$ cat config.mk
export PLATFORM = sky130hd
export DESIGN_NAME = addr_reg_bank
export DESIGN_NICKNAME = d
export VERILOG_FILES = /design/src/rtl/addr_reg_pkg.sv /design/src/rtl/addr_reg_cell.sv /design/src/rtl/addr_reg_bank.sv
export SDC_FILE = /design/constraint.sdc
export NUM_CORES = 1
export LEC_CHECK = 0
export BUFFER_PORTS_ARGS = -buffer_cell sky130_fd_sc_hd__clkbuf_2
export CAP_MARGIN = 40
export CORE_MARGIN = 2
export CORE_UTILIZATION = 55
export DETAILED_ROUTE_END_ITERATION = 7
export PLACE_DENSITY = 0.74
export SLEW_MARGIN = 20
export SYNTH_ARGS = -nofsm -noshare
export SYNTH_HDL_FRONTEND = slang
export SYNTH_SLANG_ARGS = --single-unit
$ cat constraint.sdc
create_clock -name clk -period 3.15 [get_ports clk]
set_input_delay 0.63 -clock clk [delete_from_list [all_inputs] [get_ports clk]]
set_output_delay 0.63 -clock clk [all_outputs]
set_load 0.02 [all_outputs]
$ cat src/rtl/addr_reg_pkg.sv
// addr_reg_pkg: shared types, index-width helper and limit reset value for addr_reg_bank.
package addr_reg_pkg;
  localparam logic [63:0] LIM_RST = '1;
  typedef struct packed {
    logic clr;
    logic wr;
    logic inc;
    logic dec;
  } req_t;
  function automatic int selw(input int n);
    return (n < 3) ? 1 : $clog2(n);
  endfunction
endpackage

$ cat src/rtl/addr_reg_cell.sv
// addr_reg_cell: one register with clr/wr/inc/dec priority, step arithmetic and wrap flag.
// Optional per-register limit register under ADDR_REG_LIMIT_EN.
module addr_reg_cell import addr_reg_pkg::*; #(
  parameter int WIDTH = 16,
  parameter int STEP  = 1
) (
  input  logic             clk,
  input  logic             RST,
  input  req_t             req,
  input  logic [WIDTH-1:0] din,
`ifdef ADDR_REG_LIMIT_EN
  input  logic             lim_wr,
  input  logic [WIDTH-1:0] lim_din,
`endif
  output logic [WIDTH-1:0] q,
  output logic             wrap
);
  localparam logic [WIDTH:0] ST  = (WIDTH+1)'(STEP);
  localparam logic [WIDTH:0] ONE = (WIDTH+1)'(1);
  logic [WIDTH-1:0] lim, nxt;
  logic [WIDTH:0] up, dn, lim1;
  logic up_w, nw, step;
`ifdef ADDR_REG_LIMIT_EN
  always_ff @(posedge clk)
    if (RST) lim <= LIM_RST[WIDTH-1:0];
    else if (lim_wr) lim <= lim_din;
`else
  assign lim = LIM_RST[WIDTH-1:0];
`endif
  // the unlimited build is the limit case with L = 2^WIDTH-1
  always_comb begin
    lim1 = {1'b0, lim} + ONE;
    up   = {1'b0, q} + ST;
    dn   = {1'b0, q} - ST;
    up_w = up > {1'b0, lim};
    nxt  = req.inc ? WIDTH'(up_w ? up - lim1 : up) : WIDTH'(dn[WIDTH] ? dn + lim1 : dn);
    nw   = req.inc ? up_w : dn[WIDTH];
    step = !req.clr && !req.wr && (req.inc ^ req.dec);
  end
  always_ff @(posedge clk)
    if (RST) begin
      q    <= '0;
      wrap <= 1'b0;
    end else begin
      wrap <= step && nw;
      if (req.clr) q <= '0;
      else if (req.wr) q <= din;
      else if (step) q <= nxt;
    end
endmodule

$ cat src/rtl/addr_reg_bank.sv
// addr_reg_bank: NREG-register bank with index decode and registered read mux.
// Define ADDR_REG_LIMIT_EN for per-register wrap limits and the lim_* port.
module addr_reg_bank import addr_reg_pkg::*; #(
  parameter int WIDTH = 16,
  parameter int NREG  = 4,
  parameter int STEP  = 1,
  localparam int SELW = selw(NREG)
) (
  input  logic             clk,
  input  logic             RST,
  input  logic             clr,
  input  logic [SELW-1:0]  clr_sel,
  input  logic             wr,
  input  logic [SELW-1:0]  wr_sel,
  input  logic [WIDTH-1:0] din,
  input  logic [NREG-1:0]  inc,
  input  logic [NREG-1:0]  dec,
  input  logic             rd,
  input  logic [SELW-1:0]  rd_sel,
`ifdef ADDR_REG_LIMIT_EN
  input  logic             lim_wr,
  input  logic [SELW-1:0]  lim_sel,
  input  logic [WIDTH-1:0] lim_din,
`endif
  output logic [WIDTH-1:0] dout,
  output logic             dout_vld,
  output logic [NREG-1:0]  wrap
);
  // padded to the full index space so out-of-range reads return 0
  logic [WIDTH-1:0] qa [2**SELW];
  for (genvar i = 0; i < 2**SELW; i++) begin : g
    if (i < NREG) begin : c
      req_t req;
      assign req = '{clr: clr && clr_sel == SELW'(i), wr: wr && wr_sel == SELW'(i),
                     inc: inc[i], dec: dec[i]};
      addr_reg_cell #(.WIDTH(WIDTH), .STEP(STEP)) u_cell (
        .clk     (clk),
        .RST     (RST),
        .req     (req),
        .din     (din),
`ifdef ADDR_REG_LIMIT_EN
        .lim_wr  (lim_wr && lim_sel == SELW'(i)),
        .lim_din (lim_din),
`endif
        .q       (qa[i]),
        .wrap    (wrap[i])
      );
    end else begin : z
      assign qa[i] = '0;
    end
  end
  always_ff @(posedge clk)
    if (RST) begin
      dout     <= '0;
      dout_vld <= 1'b0;
    end else begin
      dout_vld <= rd;
      dout     <= rd ? qa[rd_sel] : '0;
    end
endmodule

Word-level counts from Yosys, hierarchy flattened
Cells that the tools add are included.
{"block": "classes", "addsub": 16, "magnitude_cmp": 5, "n_eq_ne": 6, "muxes": 27, "n_bitwise": 6, "n_reduce_logical": 39}
{"cell": "$mux 16", "n": 22}
{"cell": "$add 16x1->17 const B", "n": 4}
{"cell": "$gt 17x16->1 const B", "n": 4}
{"cell": "$sub 16x1->17 const B", "n": 4}
{"cell": "$add 16x1->16 const B", "n": 4}
{"cell": "$sub 16x1->16 const B", "n": 4}
{"cell": "$bmux 16 s2", "n": 1}
{"cell": "$logic_and 1x1->1", "n": 20}
{"cell": "$reduce_or 2->1", "n": 5}
{"cell": "$eq 2x2->1 const B", "n": 4}
{"cell": "$logic_not 1->1", "n": 8}
{"cell": "$reduce_bool 2->1", "n": 4}
{"cell": "$eq 2x1->1 const B", "n": 2}
{"cell": "$logic_not 2->1", "n": 2}
{"cell": "$mux 1", "n": 4}
{"cell": "$xor 1x1->1", "n": 4}
{"cell": "$ge 3x3->1 const B", "n": 1}
{"cell": "$not 2->3", "n": 1}
{"cell": "$not 1->1", "n": 1}
{"block": "totals", "regBits": 85}

Longest topological paths before layout
{"block": "logic_depth", "depth_word": 7, "mapped_depth": 9, "mapped_depth_nobuf": 8}

Cells and area by module
Synthesis repeated with hierarchy kept, for this count alone.
{"block": "unflattened", "hier_cells": 837, "hier_area_um2": 6542.5}
{"module": "addr_reg_cell", "n_inst": 4, "cells_each": 188, "area_each_um2": 1397.6, "seq_area_each_um2": 340.3}
{"module": "addr_reg_bank", "n_inst": 1, "cells_each": 85, "area_each_um2": 952.2, "seq_area_each_um2": 340.3}

Worst setup path before layout
No wires, ideal clock.
{"block": "synth_timing", "path_kind": "input port to flip-flop", "start": "in rd_sel[0]", "end": "reg dout[14]", "setup_time_ns": 0.128, "arrival_time_ns": 2.230, "required_time_ns": 3.022, "slack_ns": 0.792, "stages": 4, "n_path_buf": 2, "path_cell_list": "clkbuf_1 > buf_1 > mux4_2 > nor2b_1"}
{"block": "synth_between", "elab_chain_len": 4}
{"item": "from (decl)", "line": "addr_reg_bank.sv:19", "text": "input logic [SELW-1:0] rd_sel,"}
{"item": "$not 2->3 (implied by the code)", "line": "addr_reg_bank.sv:58", "text": "dout <= rd ? qa[rd_sel] : '0;"}
{"item": "$bmux 16 s2", "line": "addr_reg_bank.sv:58"}
{"item": "$mux 16 (implied by the code) (2 in a row)", "line": "addr_reg_bank.sv:58"}
{"item": "to (signal assigned)", "line": "addr_reg_bank.sv:58"}
{"item": "to (decl)", "line": "addr_reg_bank.sv:25", "text": "output logic [WIDTH-1:0] dout,"}
No other way between the ends. The select of a mux whose other input is x is not followed.
A chain may end at the register's enable or synchronous reset.

Worst setup path in the final report
{"block": "layout_timing", "start": "reg g[3].c.u_cell.q[2]", "end": "reg g[3].c.u_cell.wrap"}
{"block": "layout_between", "elab_chain_len": 4}
{"item": "from (decl)", "line": "addr_reg_cell.sv:15", "text": "output logic [WIDTH-1:0] q,"}
{"item": "from (signal assigned)", "line": "addr_reg_cell.sv:47", "text": "else if (req.wr) q <= din;"}
{"item": "from (signal assigned)", "line": "addr_reg_cell.sv:48", "text": "else if (step) q <= nxt;"}
{"item": "$add 16x1->17", "line": "addr_reg_cell.sv:33", "text": "up = {1'b0, q} + ST;"}
{"item": "$gt 17x16->1", "line": "addr_reg_cell.sv:35", "text": "up_w = up > {1'b0, lim};"}
{"item": "$mux 1 (*)", "line": "addr_reg_cell.sv:37", "text": "nw = req.inc ? up_w : dn[WIDTH];"}
{"item": "$logic_and 1x1->1 (*)", "line": "addr_reg_cell.sv:45", "text": "wrap <= step && nw;"}
{"item": "to (signal assigned)", "line": "addr_reg_cell.sv:45"}
{"item": "to (decl)", "line": "addr_reg_cell.sv:16", "text": "output logic wrap"}
Mark *: on every way between the ends. The rest lies on a longest branch, timed or not.

==> metrics.txt <==
run status completed; average detailed-routed wire length per instance around 20 µm; post-detailed-placement half-perimeter wirelength 14.8 mm; Via density between 6 and 7; Final setup viols 0; Residual DRC 0; share of synthesized area occupied by flip-flops and latches 26.5%; Setup Skew between 0.004 and 0.005 ns; post-CTS setup buffer count 0; clk sinks 85; largest cells by area after synthesis dfxtp_1 27%, xnor2_1 5.7%, nor2_1 5.7%; proportion of register bits with asynchronous set or reset after synthesis 0%; number of max-slew violations in the final report 0; Core ar. roughly 11000 µm²; required time worst endpoint roughly 3.4 ns; Max transition margin ~51%; htree depth 3; iteration count of the initial detailed-routing pass 5; maximum operating frequency between 0.4 and 0.5 GHz; CTS tree done; total negative slack for setup checks 0 ns; Chip Width approximately 110 µm; floorplan die area about 13000 µm²; pin count of the biggest net entering global routing 34; Post-Route WL ~20 mm; setup repair after global routing missed its margin no; insertion delay to the later sink of the worst-skew pair ~0.35 ns; most frequent cells after synthesis 97 x nor2_1, 85 x dfxtp_1, 69 x clkbuf_1; cell area after layout just under 7000 µm²; standard-cell row count 39; static leakage power 0.00238 µW; yosys warns 0; share of Yosys cell area claimed by the top area cell type a little over a quarter; share of cells above drive strength 1 12.4%; Worst setup EP type flip-flop; pre-CTS setup slack roughly 0.56 ns; Peak VDD IR about 0.61 mV; first-pass GRT wire length approximately 31 mm; post-synthesis to final-layout area growth 7.76%; number of enable flip-flop cells after synthesis 0; number of design-rule violations left by the first detailed-router iteration 596; final hold vios 0; number of nets in the finished design 878; Layout fillers 1056; maximum net fanout on the critical path 13; count of different cell masters after synthesis 61; Most used DFF post-synth dfxtp_1; minimum period implied by the final worst setup slack 2.47 ns; hold_buf cts 0; count of cells resized by post-cts repair 0; most area-hungry cell type in the Yosys netlist dfxtp_1; worst hold-check slack about 0.62 ns; synthesized area per cell 7.68 µm²; syn nets roughly 900; number of top-level pins 56; most numerous cell in the Yosys netlist nor2_1; Die Height between 100 and 150 µm; number of buffers inserted by port buffering 55; slew at the pin closest to its max-slew limit roughly 0.74 ns; number of antenna violations at the first check in global routing 0; DR vias 6432; largest buffer count on any clock path 2; # Max-Cap Violations 0; number of diodes added for antenna fixing 0; Area after DPL around 6600 µm²; number of global-route vias before repair ~5800; initial core utilization a little under three fifths; ratio of final minimum period to clock period approximately four fifths; Worst EP arrival about 2.8 ns; cell count after synthesis around 840; total power per unit cell area 495 nW/µm²; global route overflow 0; Syn Std Cell Area about 6400 µm²; ANT nets after route 0; Num CTS Buffers 9; clock transition at the registers of the reported paths roughly 0.07 ns; weighted congestion reported at the end of routability-driven placement 0.994; post-synthesis register bit count 85; GR Util All Layers between 30% and 40%; category of the critical setup timing path reg -> reg; final worst setup slack between 0.6 and 0.7 ns; class of the tightest hold or removal check in -> reg; CP startpoint kind flip-flop; Clock Tree Root clkbuf_16
[through the flow]
| step | instances | power [µW] | utilization (%) |
|---|---|---|---|
| 4_1_cts | 979 | 3410 | 60.6 |
| 3_5_place_dp | 963 | 2300 | 57.9 |
| 6_report | 979 | 3420 | 60.6 |
| 2_1_floorplan | 836 | 2060 | - |
| 3_3_place_gp | 963 | 2280 | 57.9 |
| 5_1_grt | 979 | 3580 | 60.6 |
[power by group]
part	internal, µW	total (µW)	switching, µW
Clock	626	1110	488
Sequential	1170	1420	242
Combinational	402	895	493
Total	2200	3420	1220
[final cells by class]
type,count,area (µm²),share of cell area [%]
Multi-Input combinational cell,651,4310,62.3
Sequential cell,85,1700,24.6
Timing Repair Buffer,64,343,4.96
Clock buffer,9,225,3.26
Tap cell,143,179,2.59
Clock inverter,7,81.3,1.18
Inverter,20,75.1,1.09
[per-layer routing]
metal / routed length, µm / track usage (%)
met1: 8330 / 43.3
met2: 9130 / 50.5
met3: 1920 / 6.32
met4: 603 / 11.5
met5: 0 / 0
[critical path, cell delays in order (launching register included)]
cell and delay [ns]:
dfxtp_1 0.44, or4_4 0.63, nand4bb_4 0.22, or3_1 0.35, o32a_1 0.35, or3_1 0.32
a21oi_2 0.10
[registers in the layout, indices dropped and copies added, names as in the netlist]
signal / cells
dout: 16
g.c.u_cell.wrap: 4
g.c.u_cell.q: 64
dout_vld: 1
[final timing paths]
path                                   startpoint                         endpoint  slack (ns)  cells past startpoint
setup / recovery  g[3].c.u_cell.q[2]$_SDFFE_PP0P_    g[3].c.u_cell.wrap$_SDFF_PP0_        0.68                      6
hold / removal                             din[8]  g[0].c.u_cell.q[8]$_SDFFE_PP0P_        0.62                      3
setup reg to reg  g[3].c.u_cell.q[2]$_SDFFE_PP0P_    g[3].c.u_cell.wrap$_SDFF_PP0_        0.68                      6
hold reg to reg   g[2].c.u_cell.q[5]$_SDFFE_PP0P_  g[2].c.u_cell.q[5]$_SDFFE_PP0P_        0.65                      2
[cell families (layout without fill, tap and decap cells)]
| group | after synthesis | count (layout) | synth area share (%) |
|---|---|---|---|
| buf+inv | 100 | 100 | 6.32 |
| flops | 85 | 85 | 26.5 |
| fa+ha+maj | 12 | 12 | 2.34 |
| compound gates | 194 | 194 | 18.9 |
| mux | 20 | 20 | 6.24 |
| xor+xnor | 78 | 78 | 10.6 |
| simple gates | 347 | 347 | 29.1 |
[cell usage in the layout (no fill, tap or decap), types with 7 or more instances in the layout]
cell / count
a211oi_1: 42
a21oi_1: 51
a31oi_1: 10
and2_1: 7
and3_1: 10
and4_1: 7
buf_4: 9
clkbuf_16: 9
clkbuf_2: 55
dfxtp_1: 85
ha_1: 12
inv_1: 20
mux4_2: 16
nand2_1: 49
nand2b_1: 11
nand3_1: 28
nand3b_1: 9
nand4_1: 16
nand4b_1: 11
nor2_1: 97
nor2b_1: 21
nor3_1: 33
nor4_1: 15
o21ai_0: 29
o21ai_1: 21
o22ai_1: 9
or3_1: 11
xnor2_1: 42
xor2_1: 36
Note: power is estimated with default switching activity, not from simulation.
